$ cat config.mk
export PLATFORM = sky130hd
export DESIGN_NAME = vram_console_writer
export DESIGN_NICKNAME = d
export VERILOG_FILES = /design/src/rtl/zed64_console_pkg.sv /design/src/rtl/console_clear_seq.sv /design/src/rtl/vram_console_writer.sv
export SDC_FILE = /design/constraint.sdc
export NUM_CORES = 1
export LEC_CHECK = 0
export ABC_AREA = 1
export CORE_MARGIN = 4
export CORE_UTILIZATION = 41
export DETAILED_ROUTE_END_ITERATION = 10
export GPL_TIMING_DRIVEN = 0
export HOLD_SLACK_MARGIN = 0.12
export SYNTH_ARGS = -nofsm -noshare
export SYNTH_HDL_FRONTEND = slang
export SYNTH_SLANG_ARGS = --single-unit
export TNS_END_PERCENT = 1
$ cat constraint.sdc
create_clock -name pixel_clock -period 2.2 [get_ports pixel_clock]
set_input_delay 0.22 -clock pixel_clock [delete_from_list [all_inputs] [get_ports pixel_clock]]
set_output_delay 0.22 -clock pixel_clock [all_outputs]
set_load 0.02 [all_outputs]
$ cat src/rtl/zed64_console_pkg.sv
// -----------------------------------------------------------------------------
// zed64_console_pkg
// Shared definitions for the console writer that fills the character-cell half
// of VRAM:
//   - control-code constants recognised in the input byte stream
//   - console FSM state encoding
//   - default geometry and blank fill code
//   - is_printable(): classifies a byte as a displayable character code
// No ports (package).
// -----------------------------------------------------------------------------
package zed64_console_pkg;

   localparam logic [7:0] CC_BS = 8'h08;
   localparam logic [7:0] CC_LF = 8'h0A;
   localparam logic [7:0] CC_FF = 8'h0C;
   localparam logic [7:0] CC_CR = 8'h0D;

   localparam int         DEF_COLS       = 80;
   localparam int         DEF_ROWS       = 48;
   localparam logic [7:0] DEF_BLANK_CHAR = 8'h20;

   typedef enum logic [1:0] {
      CLR_SCREEN = 2'd0,
      IDLE       = 2'd1,
      CLR_LINE   = 2'd2
   } console_state_t;

   // Codes 0x00..0x07 are glyphs in this character set, not controls.
   function automatic logic is_printable(input logic [7:0] c);
      return (c >= 8'h20) || (c <= 8'h07);
   endfunction

endpackage

$ cat src/rtl/console_clear_seq.sv
// -----------------------------------------------------------------------------
// console_clear_seq
// Emits a run of consecutive cell addresses, one per clock, used to blank a
// single row or the whole screen.
//   pixel_clock, reset_n : clock, asynchronous active-low reset
//   start                : load base/count and begin the run
//   base                 : first address of the run
//   count                : number of cells to write (ADDR_W+1 bits so a full
//                          2**ADDR_W screen is representable)
//   adr, wr              : current address and its write strobe
//   done                 : one-clock pulse on the clock after the last strobe
// -----------------------------------------------------------------------------
module console_clear_seq #(
   parameter int ADDR_W = 12
) (
   input  logic              pixel_clock,
   input  logic              reset_n,
   input  logic              start,
   input  logic [ADDR_W-1:0] base,
   input  logic [ADDR_W:0]   count,
   output logic [ADDR_W-1:0] adr,
   output logic              wr,
   output logic              done
);

   logic              active_r;
   logic [ADDR_W-1:0] adr_r;
   logic [ADDR_W:0]   left_r;
   logic              done_r;

   localparam logic [ADDR_W:0]   LEFT_ONE = {{ADDR_W{1'b0}}, 1'b1};
   localparam logic [ADDR_W-1:0] ADR_ONE  = {{(ADDR_W-1){1'b0}}, 1'b1};

   // Run counter: walk the address upward until the remaining count is spent.
   always_ff @(posedge pixel_clock or negedge reset_n) begin
      if (!reset_n) begin
         active_r <= 1'b0;
         adr_r    <= '0;
         left_r   <= '0;
         done_r   <= 1'b0;
      end else if (start) begin
         active_r <= 1'b1;
         adr_r    <= base;
         left_r   <= count;
         done_r   <= 1'b0;
      end else if (active_r) begin
         adr_r    <= adr_r + ADR_ONE;
         left_r   <= left_r - LEFT_ONE;
         active_r <= (left_r != LEFT_ONE);
         done_r   <= (left_r == LEFT_ONE);
      end else begin
         done_r   <= 1'b0;
      end
   end

   assign adr  = adr_r;
   assign wr   = active_r;
   assign done = done_r;

endmodule

$ cat src/rtl/vram_console_writer.sv
// -----------------------------------------------------------------------------
// vram_console_writer
// Interprets a host byte stream and writes character codes into the cell region
// of VRAM. The screen is a ring of rows; top_row names the ring row shown on the
// first display line so scrolling needs no copy.
//   pixel_clock, reset_n        : clock, asynchronous active-low reset
//   in_char, in_valid, in_ready : byte input handshake
//   vram_wr_en/adr/dat          : cell RAM write port (adr = row*COLS + col)
//   cursor_col, cursor_row      : cursor position (ring row)
//   top_row                     : ring row displayed first
//   busy_clear                  : a row or screen blank is running
//   cursor_blink                : blink phase
// Optional feature macro: CONSOLE_CURSOR_BLINK_EN (free-running blink counter,
// cleared on every accepted byte). Without it cursor_blink is constant 1.
// -----------------------------------------------------------------------------
module vram_console_writer
   import zed64_console_pkg::*;
#(
   parameter int         COLS       = DEF_COLS,
   parameter int         ROWS       = DEF_ROWS,
   parameter int         ADDR_W     = 12,
   parameter logic [7:0] BLANK_CHAR = DEF_BLANK_CHAR,
   parameter int         BLINK_LOG2 = 24
) (
   input  logic                    pixel_clock,
   input  logic                    reset_n,
   input  logic [7:0]              in_char,
   input  logic                    in_valid,
   output logic                    in_ready,
   output logic                    vram_wr_en,
   output logic [ADDR_W-1:0]       vram_wr_adr,
   output logic [7:0]              vram_wr_dat,
   output logic [$clog2(COLS)-1:0] cursor_col,
   output logic [$clog2(ROWS)-1:0] cursor_row,
   output logic [$clog2(ROWS)-1:0] top_row,
   output logic                    busy_clear,
   output logic                    cursor_blink
);

   localparam int COL_W = $clog2(COLS);
   localparam int ROW_W = $clog2(ROWS);

   localparam logic [COL_W-1:0]  LAST_COL = COL_W'(COLS - 1);
   localparam logic [ROW_W-1:0]  LAST_ROW = ROW_W'(ROWS - 1);
   localparam logic [COL_W-1:0]  COL_ONE  = COL_W'(1);
   localparam logic [ROW_W-1:0]  ROW_ONE  = ROW_W'(1);
   localparam logic [ADDR_W-1:0] PITCH    = ADDR_W'(COLS);
   localparam logic [ADDR_W:0]   LINE_CNT = (ADDR_W+1)'(COLS);
   localparam logic [ADDR_W:0]   SCRN_CNT = (ADDR_W+1)'(COLS * ROWS);

   console_state_t    state_r;
   logic              start_r;
   logic              wrapped_r;
   logic [ADDR_W-1:0] row_base_r;   // cursor_row * COLS, kept incrementally

   logic              xfer_s;
   logic              advance_s;
   logic [ROW_W-1:0]  next_row_s;
   logic [ROW_W-1:0]  next_top_s;
   logic [ADDR_W-1:0] next_base_s;
   logic              next_wrapped_s;
   logic [ADDR_W-1:0] seq_base_s;
   logic [ADDR_W:0]   seq_count_s;
   logic [ADDR_W-1:0] seq_adr_s;
   logic              seq_wr_s;
   logic              seq_done_s;

   assign xfer_s = in_valid & in_ready;

   // Row-advance arithmetic: next ring row, its base address, and scroll origin.
   always_comb begin
      next_row_s     = '0;
      next_base_s    = '0;
      next_wrapped_s = wrapped_r;
      next_top_s     = top_row;
      if (cursor_row == LAST_ROW) begin
         next_row_s     = '0;
         next_base_s    = '0;
         next_wrapped_s = 1'b1;
      end else begin
         next_row_s     = cursor_row + ROW_ONE;
         next_base_s    = row_base_r + PITCH;
         next_wrapped_s = wrapped_r;
      end
      // Once the ring has wrapped, the row after the cursor is the oldest line.
      if (next_wrapped_s) begin
         if (next_row_s == LAST_ROW) begin
            next_top_s = '0;
         end else begin
            next_top_s = next_row_s + ROW_ONE;
         end
      end else begin
         next_top_s = top_row;
      end
   end

   // Decide whether the accepted byte moves the cursor to a new row.
   always_comb begin
      advance_s = 1'b0;
      if ((state_r == IDLE) && xfer_s) begin
         if (is_printable(in_char)) begin
            advance_s = (cursor_col == LAST_COL);
         end else begin
            advance_s = (in_char == CC_LF);
         end
      end else begin
         advance_s = 1'b0;
      end
   end

   // Clear-run geometry: whole screen from 0, or the freshly entered row.
   always_comb begin
      seq_base_s  = '0;
      seq_count_s = '0;
      if (state_r == CLR_SCREEN) begin
         seq_base_s  = '0;
         seq_count_s = SCRN_CNT;
      end else begin
         seq_base_s  = row_base_r;
         seq_count_s = LINE_CNT;
      end
   end

   console_clear_seq #(.ADDR_W(ADDR_W)) u_clear_seq (
      .pixel_clock (pixel_clock),
      .reset_n     (reset_n),
      .start       (start_r),
      .base        (seq_base_s),
      .count       (seq_count_s),
      .adr         (seq_adr_s),
      .wr          (seq_wr_s),
      .done        (seq_done_s)
   );

   // Console FSM with all outputs registered.
   always_ff @(posedge pixel_clock or negedge reset_n) begin
      if (!reset_n) begin
         state_r     <= CLR_SCREEN;
         start_r     <= 1'b1;   // kick the screen blank on the first clock after release
         wrapped_r   <= 1'b0;
         row_base_r  <= '0;
         in_ready    <= 1'b0;
         vram_wr_en  <= 1'b0;
         vram_wr_adr <= '0;
         vram_wr_dat <= 8'h00;
         cursor_col  <= '0;
         cursor_row  <= '0;
         top_row     <= '0;
         busy_clear  <= 1'b0;
      end else begin
         start_r    <= 1'b0;
         vram_wr_en <= 1'b0;
         case (state_r)
            CLR_SCREEN, CLR_LINE: begin
               busy_clear <= 1'b1;
               in_ready   <= 1'b0;
               if (seq_wr_s) begin
                  vram_wr_en  <= 1'b1;
                  vram_wr_adr <= seq_adr_s;
                  vram_wr_dat <= BLANK_CHAR;
               end
               if (seq_done_s) begin
                  busy_clear <= 1'b0;
                  in_ready   <= 1'b1;
                  state_r    <= IDLE;
                  if (state_r == CLR_SCREEN) begin
                     cursor_col <= '0;
                     cursor_row <= '0;
                     top_row    <= '0;
                     wrapped_r  <= 1'b0;
                     row_base_r <= '0;
                  end
               end
            end
            IDLE: begin
               busy_clear <= 1'b0;
               in_ready   <= 1'b1;
               if (xfer_s) begin
                  if (is_printable(in_char)) begin
                     vram_wr_en  <= 1'b1;
                     vram_wr_adr <= row_base_r + ADDR_W'(cursor_col);
                     vram_wr_dat <= in_char;
                     cursor_col  <= cursor_col + COL_ONE;
                  end else begin
                     case (in_char)
                        CC_CR: cursor_col <= '0;
                        CC_BS: begin
                           if (cursor_col != '0) begin
                              cursor_col <= cursor_col - COL_ONE;
                           end
                        end
                        CC_FF: begin
                           state_r    <= CLR_SCREEN;
                           start_r    <= 1'b1;
                           in_ready   <= 1'b0;
                           busy_clear <= 1'b1;
                        end
                        default: ;   // LF handled by advance_s; others consumed silently
                     endcase
                  end
                  if (advance_s) begin
                     cursor_col <= '0;
                     cursor_row <= next_row_s;
                     row_base_r <= next_base_s;
                     wrapped_r  <= next_wrapped_s;
                     top_row    <= next_top_s;
                     state_r    <= CLR_LINE;
                     start_r    <= 1'b1;
                     in_ready   <= 1'b0;
                     busy_clear <= 1'b1;
                  end
               end
            end
            default: begin
               state_r <= CLR_SCREEN;
               start_r <= 1'b1;
            end
         endcase
      end
   end

`ifdef CONSOLE_CURSOR_BLINK_EN
   logic [BLINK_LOG2:0] blink_cnt_r;

   // Free-running blink counter, held at zero while bytes arrive so the cursor stays solid.
   always_ff @(posedge pixel_clock or negedge reset_n) begin
      if (!reset_n) begin
         blink_cnt_r <= '0;
      end else if (xfer_s) begin
         blink_cnt_r <= '0;
      end else begin
         blink_cnt_r <= blink_cnt_r + {{BLINK_LOG2{1'b0}}, 1'b1};
      end
   end

   assign cursor_blink = blink_cnt_r[BLINK_LOG2];
`else
   // No counter: cursor permanently visible; the blink period is irrelevant here.
   assign cursor_blink = (BLINK_LOG2 >= 0) ? 1'b1 : 1'b0;
`endif

endmodule

# == Word level (Yosys, flattened, before mapping) ==
# Cells that the tools add are included.
# totals
regBits,85
in_bits,11
output_inout_bits,43
# classes
addsub,8
n_lt_le_gt_ge,2
n_eq_ne,22
muxes,73
bitwise_logic,1
n_reduce_logical,13
# ops
cell,n
2-to-1 mux 12 bit,11
2-to-1 mux 6 bit,9
case mux 12 bit (2 select lines),2
2-to-1 mux 7 bit,6
"== test 8 x 4 -> 1 bit, second input constant",4
case mux 7 bit (2 select lines),2
2-to-1 mux 13 bit,2
2-to-1 mux 1 bit,24
2-to-1 mux 8 bit,3
case mux 6 bit (2 select lines),2
case mux 8 bit (2 select lines),1
"== test 13 x 1 -> 1 bit, second input constant",1
"!= test 13 x 1 -> 1 bit, second input constant",1
"subtractor 13 x 1 -> 13 bit, second input constant",1
"adder 12 x 1 -> 12 bit, second input constant",1
adder 12 x 7 -> 12 bit,1
"adder 12 x 7 -> 12 bit, second input constant",1
"adder 6 x 1 -> 6 bit, second input constant",2
"== test 6 bit, second input constant",2
AND reduction 4 bit,3
AND reduction 6 bit,2
2-to-1 mux 2 bit,5
case mux 1 bit (2 select lines),5
">= comparator 8 x 6 -> 1 bit, second input constant",1
other kinds (21),27

# == Depth between registers and ports, before layout ==
# Gate-level depths: netlist of run 1.
# logic_depth
word_depth,8
ltp_mapped,13

# == Cells and area by module ==
# Synthesis of run 1 repeated with hierarchy kept, for this count alone.
# hier_totals
hier_cells,771
hier_area_um2,5624.1
# modules_own_cells
mod,instances,cells_each,area_each_um2,seq_area_each_um2
vram_console_writer,1,547,3880.0,1452.6
console_clear_seq,1,224,1744.2,675.6

# == Worst setup path before layout of run 1 ==
# OpenSTA, ideal clock, no wires.
# synth_path
path_kind,register to register
startpoint,reg cursor_col[0]
endpoint,reg vram_wr_adr[10]
setup_time_ns,0.117
arrival_ns,1.767
t_required_ns,2.083
setup_slack_ns,0.317
path_stages_with_launch,14
path_buffers,0
synth_period_minus_slack_ns,1.883
cell_sequence,dfrtp_1 ha_1 inv_1 fa_1 inv_1 nand3_1 nand3_1 nand2_1 nand2_1 nand2_1 nand2_1 nand3_1 nand2_1 nand2_1
# synth_via
elab_chain_len,4
# synth_rtl
item,line,source
from (decl),vram_console_writer.sv:33,"output logic [$clog2(COLS)-1:0] cursor_col,"
from (signal assigned),vram_console_writer.sv:183,cursor_col <= cursor_col + COL_ONE;
from (signal assigned),vram_console_writer.sv:189,cursor_col <= cursor_col - COL_ONE;
adder 12 x 7 -> 12 bit,vram_console_writer.sv:181,vram_wr_adr <= row_base_r + ADDR_W'(cursor_col);
2-to-1 mux 12 bit,vram_console_writer.sv:179,if (is_printable(in_char)) begin
2-to-1 mux 12 bit,vram_console_writer.sv:178,if (xfer_s) begin
case mux 12 bit (2 select lines),vram_console_writer.sv:153,case (state_r)
to (signal assigned),vram_console_writer.sv:159,vram_wr_adr <= seq_adr_s;
to (signal assigned),vram_console_writer.sv:181,
to (decl),vram_console_writer.sv:31,"output logic [ADDR_W-1:0] vram_wr_adr,"
# No other way between the ends. The select of a mux whose other input is x is not followed.
# A chain may end at the register's enable or synchronous reset.

# == Worst setup path in the final report of run 1 ==
# Same ends and word-level chain as after synthesis.

==> impl_table.tex, run 1 <==
\begin{tabular}{lr}
\hline
Metric & Value \\
\hline
\multicolumn{2}{l}{\textbf{STA}} \\
\quad Final-layout setup total negative slack & 0 ns \\
\quad Worst slew slack as a fraction of its limit & 0.574 \\
\quad Highest attainable clock frequency & slightly above 500 MHz \\
\quad Number of endpoints failing setup at the final stage & 0 \\
\quad Actual transition at the worst max-transition pin & 0.639 ns \\
\quad Final max-slew violation count & 0 \\
\quad Worst clock skew on the final layout & slightly above 0.007 ns \\
\quad Time the final worst path needs with I/O delays and setup & around 2.0 ns \\
\quad RSZ-0062 raised after global routing & no \\
\quad Number of hold violations in the final report & 0 \\
\quad Final worst hold slack & 0.376 ns \\
\quad Post-route clock period utilization & 0.901 \\
\multicolumn{2}{l}{\textbf{Clock network}} \\
\quad TritonCTS clock tree & built \\
\quad Source-to-sink clock delay at the later pin of the worst-skew pair & $\sim$0.34 ns \\
\quad CTS Root Buffer Type & clkbuf\_16 \\
\quad Number of CTS-inserted buffers & 9 \\
\quad Sinks on the clock net & 85 \\
\quad Number of H-tree branching levels & 3 \\
\quad Clock transition at the registers of the reported paths & 0.07 ns \\
\quad Deepest clock path buffer count & 2 \\
\quad Setup Buffers After CTS & 0 \\
\multicolumn{2}{l}{\textbf{Power and ir drop}} \\
\quad Static Leak & slightly above 0.003 uW \\
\quad Pwr per Cell Area & between 500 and 600 nW/um2 \\
\quad Worst ir drop on vdd & around 0.38 mV \\
\quad Post-layout total power & about 3400 uW \\
\multicolumn{2}{l}{\textbf{Synth}} \\
\quad Cell area after technology mapping & $\sim$5300 um2 \\
\quad Share of synthesized flip-flops with an asynchronous set or reset & 1.00 \\
\quad Largest area contributor in the netlist & dfrtp\_1 \\
\quad Post-Syn Area per Cell & 7.16 um2 \\
\quad Most used standard cells in the synthesized netlist & nand2\_1, inv\_1, dfrtp\_1 \\
\quad Number of synthesized flops with an enable pin & 0 \\
\quad Leading cell types by total area after synthesis & dfrtp\_1, nand2\_1, inv\_1 \\
\quad Synth cell types & 42 \\
\quad Most instantiated library cell after synthesis & nand2\_1 \\
\quad Seq cells post-synth & 85 \\
\quad Share of Yosys cell area claimed by the top area cell type & 0.393 \\
\quad Mapped Nets & slightly below 800 \\
\quad Post-synthesis sequential area ratio & 0.398 \\
\quad Warning count from the yosys run & 0 \\
\quad Most frequently used flop master after synthesis & dfrtp\_1 \\
\quad Cells after synthesis & roughly 750 \\
\multicolumn{2}{l}{\textbf{Critical path}} \\
\quad Required time worst endpoint & around 2.4 ns \\
\quad Reg2reg start & cursor\_col[0] \\
\quad Maximum fanout along the worst path & 6 \\
\quad R2R cell count & 13 \\
\quad Category of the critical setup timing path & reg2reg \\
\quad Endpoint kind of the worst setup timing path & flop \\
\quad Reg2reg end & vram\_wr\_adr[10] \\
\quad Startpoint kind of the worst setup timing path & flop \\
\quad Slack of the worst reg-to-reg path & 0.22 ns \\
\quad Arrival time worst endpoint & 2.21 ns \\
\multicolumn{2}{l}{\textbf{Global routing}} \\
\quad First-pass GRT wire length & between 20000 and 25000 um \\
\quad All-layer global routing usage & 0.201 \\
\quad Leftover overflow at the end of global routing & 0 \\
\quad Number of global-route vias before repair & 4788 \\
\quad Largest net degree at the start of global routing & 50 \\
\quad Initial antenna violation count & 0 \\
\multicolumn{2}{l}{\textbf{Detailed routing}} \\
\quad Post-detailed-route via-to-cell ratio & around 5.2 \\
\quad Final Routed Wirelength & around 14000 um \\
\quad Remaining design rule violation count & 0 \\
\quad Starting DRT DRC Count & roughly 330 \\
\quad Wire length per cell after detailed routing & about 14 um \\
\quad Antenna Nets Post-Route & 0 \\
\quad Via count & around 5100 \\
\quad Number of iterations in the first detailed-routing pass & 6 \\
\multicolumn{2}{l}{\textbf{Finish}} \\
\quad Syn-to-layout area delta & 21.2\% \\
\quad Post-Layout Cell Count & 989 \\
\quad Share of cells above drive strength 1 & 0.0832 \\
\quad Number of nets in the layout & approximately 840 \\
\quad N\_diodes & 0 \\
\multicolumn{2}{l}{\textbf{Outcome}} \\
\quad Result of the run & complete, no violations \\
\multicolumn{2}{l}{\textbf{Floorplanning}} \\
\quad Die height & 122 um \\
\quad CORE AREA & $\sim$13000 um2 \\
\quad Overall die area & 14900 um2 \\
\quad Effective utilization at floorplan & 0.422 \\
\quad Row cnt & slightly above 40 \\
\quad Die X & about 120 um \\
\quad Boundary pin count & 54 \\
\multicolumn{2}{l}{\textbf{Worst hold path}} \\
\quad Worst hold path class & in2async \\
\multicolumn{2}{l}{\textbf{Placed design}} \\
\quad Number of port buffers & between 50 and 60 \\
\quad DP Wirelength & around 11000 um \\
\quad Global placer's final weighted congestion & slightly above 0.9 \\
\quad Dpl cells & 972 \\
\multicolumn{2}{l}{\textbf{Job}} \\
\quad Number of maximum-capacitance violations & 0 \\
\hline
\end{tabular}
[repair_timing]
action,in CTS,in global routing
endpoints found under the setup margin,0,19
endpoints found under the hold margin,36,0
hold buffers,1,0
gates resized for setup,0,6
[report_power, final]
group	total, uW	switching (uW)	leakage, uW	internal (uW)
Combinational	81.3	53.1	0.00186	28.2
Clock	1770	650	0.000162	1110
Sequential	1560	0	0.00109	1560
[final cells by class]
cell class / instances / area, um2
Inverter: 90 / 338
Buffer: 21 / 121
Timing Repair Buffer: 54 / 556
Clock inverter: 7 / 123
Tap cell: 172 / 215
Sequential cell: 85 / 2130
Clock buffer: 9 / 225
Fill cell: 1255 / 6190
Multi-Input combinational cell: 551 / 2770
[stage by stage]
step                area (um2)   util  setup WS [ns]
floorplan                 5350      -          0.317
global placement          6080  0.480          -2.34
detailed placement        6110  0.482         0.0356
CTS                       6460  0.510         0.0709
global route              6480  0.512         0.0195
finish                    6480  0.512          0.218
[metal layers]
| layer | vias to the layer above | track usage | part of all wire |
|---|---|---|---|
| li1 | 2534 | - | - |
| met1 | 2427 | 0.275 | 0.47 |
| met2 | 118 | 0.324 | 0.46 |
| met3 | 17 | 0.0334 | 0.047 |
| met4 | 0 | 0.0700 | 0.018 |
| met5 | - | 0 | 0 |
[how the worst max path moves through the flow]
stage,from,to,slack (ns),cells past startpoint
floorplan,cursor_col[0],vram_wr_adr[10],0.32,13
global placement,reset_n,u_clear_seq.left_r[6],-2.34,1
detailed placement,in_char[7],row_base_r[6],0.04,8
CTS,cursor_col[1],vram_wr_adr[10],0.07,12
global route,cursor_col[0],vram_wr_adr[10],0.02,13
finish,cursor_col[0],vram_wr_adr[10],0.22,13
[layout by cell type, fill, tap and decap left out, types with 11 or more instances in the layout]
master           synthesis  final
nand3_1                 63     62
nor3_1                  11     11
a21oi_1                 28     28
nand2_1                228    227
inv_1                   86     86
o21ai_0                 36     36
ha_1                    17     17
xor2_1                  15     15
nor2_1                  75     74
dfrtp_1                 84     82
clkdlybuf4s50_1          0     51
[flip-flops by register name, summed over array words and instances, names as in the netlist]
signal and flops:
u_clear_seq.left_r 13, row_base_r 12, u_clear_seq.adr 12, vram_wr_adr 12, vram_wr_dat 8, cursor_col 7
cursor_row 6, top_row 6, state_r 2, busy_clear 1, in_ready 1, start_r 1
u_clear_seq.done 1, u_clear_seq.wr 1, vram_wr_en 1, wrapped_r 1
[critical path, stage by stage, from the launching register on]
cell     delay [ns]
dfrtp_2        0.43
ha_1           0.19
inv_1          0.05
fa_1           0.41
inv_1          0.08
nand3_1        0.08
nand3_2        0.12
nand2_1        0.09
nand2_1        0.11
nand2_1        0.06
nand2_1        0.05
nand3_1        0.06
nand2_1        0.09
nand2_1        0.05
[logic make-up after synthesis]
group                      Yosys count  share of synthesized area
AOI/OAI and AO/OA                  107                      0.118
xor gates and xnor gates            15                     0.0246
adders and majority gates           18                     0.0435
buffers and inverters              111                     0.0859
DFF                                 85                      0.398
other                                1                   0.000701
and+or+nand+nor                    410                      0.329
Note: power is estimated with default switching activity, not from simulation.
==> run 2, diff against run 1 <==
--- a/config.mk
+++ b/config.mk
@@ -14,4 +14,4 @@
 export SYNTH_ARGS = -nofsm -noshare
 export SYNTH_HDL_FRONTEND = slang
 export SYNTH_SLANG_ARGS = --single-unit
-export TNS_END_PERCENT = 1
+export TNS_END_PERCENT = 20
==> results of run 2 <==
No change in the layout: final DEF, timing and power equal those of run 1.
==> run 3, diff against run 2 <==
--- a/config.mk
+++ b/config.mk
@@ -6,11 +6,13 @@
 export NUM_CORES = 1
 export LEC_CHECK = 0
 export ABC_AREA = 1
+export CORE_ASPECT_RATIO = 1.5
 export CORE_MARGIN = 4
-export CORE_UTILIZATION = 41
+export CORE_UTILIZATION = 58
 export DETAILED_ROUTE_END_ITERATION = 10
 export GPL_TIMING_DRIVEN = 0
 export HOLD_SLACK_MARGIN = 0.12
+export PLACE_DENSITY = 0.81
 export SYNTH_ARGS = -nofsm -noshare
 export SYNTH_HDL_FRONTEND = slang
 export SYNTH_SLANG_ARGS = --single-unit
==> impl_table.tex, run 3 (same netlist as run 1, synthesis figures left out) <==
\begin{tabular}{lr}
\hline
Metric & Value \\
\hline
\multicolumn{2}{l}{\textbf{Outcome}} \\
\quad Result of the run & complete, no violations \\
\multicolumn{2}{l}{\textbf{Critical path}} \\
\quad Arrival time worst endpoint & 2.33 ns \\
\quad Category of the critical setup timing path & reg2reg \\
\quad Required time worst endpoint & 2.43 ns \\
\quad Reg2reg end & vram\_wr\_adr[10] \\
\quad Slack of the worst reg-to-reg path & slightly above 0.1 ns \\
\quad Startpoint kind of the worst setup timing path & flop \\
\quad Endpoint kind of the worst setup timing path & flop \\
\quad Reg2reg start & cursor\_col[0] \\
\quad R2R cell count & 13 \\
\quad Maximum fanout along the worst path & 6 \\
\multicolumn{2}{l}{\textbf{Finish}} \\
\quad Number of nets in the layout & approximately 840 \\
\quad Syn-to-layout area delta & 20.3\% \\
\quad Most common cell after layout, fill and taps aside & nand2\_1 \\
\quad Post-Layout Cell Count & a little over 900 \\
\quad Share of cells above drive strength 1 & 0.0820 \\
\quad N\_diodes & 0 \\
\quad Register bank with the most flops & u\_clear\_seq.left\_r \\
\quad Most used cells in the layout excluding fill and tap cells & nand2\_1, inv\_1, dfrtp\_1, nor2\_1, nand3\_1 \\
\quad Flip-flop count of the largest register after layout & 13 \\
\multicolumn{2}{l}{\textbf{STA}} \\
\quad Final max-slew violation count & 0 \\
\quad Number of endpoints failing setup at the final stage & 0 \\
\quad Final-layout setup total negative slack & 0 ns \\
\quad Worst clock skew on the final layout & around 0.0046 ns \\
\quad Post-route clock period utilization & 0.954 \\
\quad Actual transition at the worst max-transition pin & 0.670 ns \\
\quad Time the final worst path needs with I/O delays and setup & 2.10 ns \\
\quad Number of hold violations in the final report & 0 \\
\quad RSZ-0062 raised after global routing & no \\
\quad Worst slew slack as a fraction of its limit & 0.549 \\
\quad Final worst hold slack & 0.279 ns \\
\quad Final worst setup slack & between 0.1 and 0.15 ns \\
\quad Highest attainable clock frequency & roughly 480 MHz \\
\multicolumn{2}{l}{\textbf{Clock network}} \\
\quad CTS Root Buffer Type & clkbuf\_16 \\
\quad Setup Buffers After CTS & 0 \\
\quad Number of H-tree branching levels & 3 \\
\quad Clock transition at the registers of the reported paths & $\sim$0.060 ns \\
\quad Source-to-sink clock delay at the later pin of the worst-skew pair & approximately 0.34 ns \\
\quad Sinks on the clock net & 85 \\
\quad Number of CTS-inserted buffers & 9 \\
\quad Deepest clock path buffer count & 2 \\
\quad TritonCTS clock tree & built \\
\multicolumn{2}{l}{\textbf{Placed design}} \\
\quad Number of port buffers & 52 \\
\quad Global placer's final weighted congestion & 0.969 \\
\quad Dpl cells & slightly above 900 \\
\quad Worst slack, placed & -0.0229 ns \\
\quad DP Wirelength & 10900 um \\
\multicolumn{2}{l}{\textbf{Power and ir drop}} \\
\quad Power share of the clock group & 0.538 \\
\quad Static Leak & between 0.003 and 0.004 uW \\
\quad Total internal power & between 2000 and 3000 uW \\
\quad Pwr per Cell Area & 554 nW/um2 \\
\quad Sequential group share of total power & 0.439 \\
\quad Net switching share of the total power & 0.191 \\
\quad Post-layout total power & 3560 uW \\
\quad Part of the total power dissipated in combinational logic & 0.023 \\
\quad Switching power summed over all nets & roughly 680 uW \\
\quad Worst ir drop on vdd & $\sim$0.47 mV \\
\multicolumn{2}{l}{\textbf{Global routing}} \\
\quad Leftover overflow at the end of global routing & 0 \\
\quad Initial antenna violation count & 0 \\
\quad Number of global-route vias before repair & approximately 5200 \\
\quad Largest net degree at the start of global routing & between 70 and 80 \\
\quad All-layer global routing usage & 0.279 \\
\quad First-pass GRT wire length & $\sim$24000 um \\
\multicolumn{2}{l}{\textbf{Detailed routing}} \\
\quad Number of iterations in the first detailed-routing pass & 5 \\
\quad Remaining design rule violation count & 0 \\
\quad Final Routed Wirelength & roughly 15000 um \\
\quad Starting DRT DRC Count & around 400 \\
\quad Antenna Nets Post-Route & 0 \\
\quad Post-detailed-route via-to-cell ratio & between 5 and 6 \\
\quad Via count & 5286 \\
\quad Wire length per cell after detailed routing & $\sim$16 um \\
\multicolumn{2}{l}{\textbf{Floorplanning}} \\
\quad Boundary pin count & 54 \\
\quad Effective utilization at floorplan & 0.598 \\
\quad Row cnt & 42 \\
\quad Die X & approximately 86 um \\
\quad Die height & $\sim$130 um \\
\quad CORE AREA & roughly 8900 um2 \\
\quad Overall die area & around 11000 um2 \\
\multicolumn{2}{l}{\textbf{Job}} \\
\quad Number of maximum-capacitance violations & 0 \\
\multicolumn{2}{l}{\textbf{Worst hold path}} \\
\quad Worst hold path class & in2async \\
\hline
\end{tabular}
[run 3: cell count changes in the layout (fill, tap and decap cells not counted)]
cell	delta
dfrtp_1	+1
clkbuf_8	+2
nand3_2	-1
clkinv_4	-1
nor2_4	-1
dfrtp_2	-1
nor2_2	+1
clkinvlp_4	-2
nand3_1	+1
nand2_1	-1
nand2_2	+1
bufinv_16	+1
[run 3: routing by layer]
layer,track usage,vias up,wire [um]
met5,0,-,0
met4,0.138,0,622
met3,0.0402,51,768
met2,0.491,211,7590
met1,0.323,2495,5700
li1,-,2529,-
[run 3: cell type report]
cell class	count	area (um2)
buffer	21	121
clock buffer	11	253
clock inverter	5	129
fill	712	2500
inverter	90	338
multi-input combinational	551	2770
sequential	85	2130
tap	110	138
timing repair buffer	54	556
[run 3: critical path: stages, from the launching register on]
cell and delay (ns):
dfrtp_1 0.49, ha_1 0.22, inv_1 0.06, fa_1 0.39, inv_1 0.08, nand3_1 0.07
nand3_1 0.14, nand2_1 0.10, nand2_1 0.10, nand2_1 0.06, nand2_1 0.06, nand3_1 0.07
nand2_1 0.09, nand2_1 0.05
[run 3: what timing repair did]
action                                  CTS  global route
hold buffers                              1             0
resized for setup                         0             4
endpoints found under the setup margin    0            13
endpoints found under the hold margin    85             0
[run 3: power by group through the flow]
stage	Combinational, uW	Sequential [uW]	Clock, uW
floorplan	18.4	1590	0
global placement	74.9	1590	0
detailed placement	81.9	1590	0
CTS	83.8	1560	1940
global route	92.6	1560	2000
finish	82.0	1560	1920
[run 3: through the flow]
step                      utilization  cell area, um2
final                           0.720            6430
after floorplan                     -            5350
after CTS                       0.719            6420
after global routing            0.720            6430
after global placement          0.672            6000
after detailed placement        0.675            6030
[run 3: worst max path at each step]
stage | cells after the start | end | startpoint | slack [ns]
2_1_floorplan | 13 | vram_wr_adr[10] | cursor_col[0] | 0.32
3_5_place_dp | 10 | top_row[4] | in_char[6] | -0.02
5_1_grt | 13 | vram_wr_adr[10] | cursor_col[0] | 0.005
3_3_place_gp | 1 | u_clear_seq.adr[10] | reset_n | -2.13
4_1_cts | 11 | top_row[4] | cursor_row[0] | 0.05
6_report | 13 | vram_wr_adr[10] | cursor_col[0] | 0.10
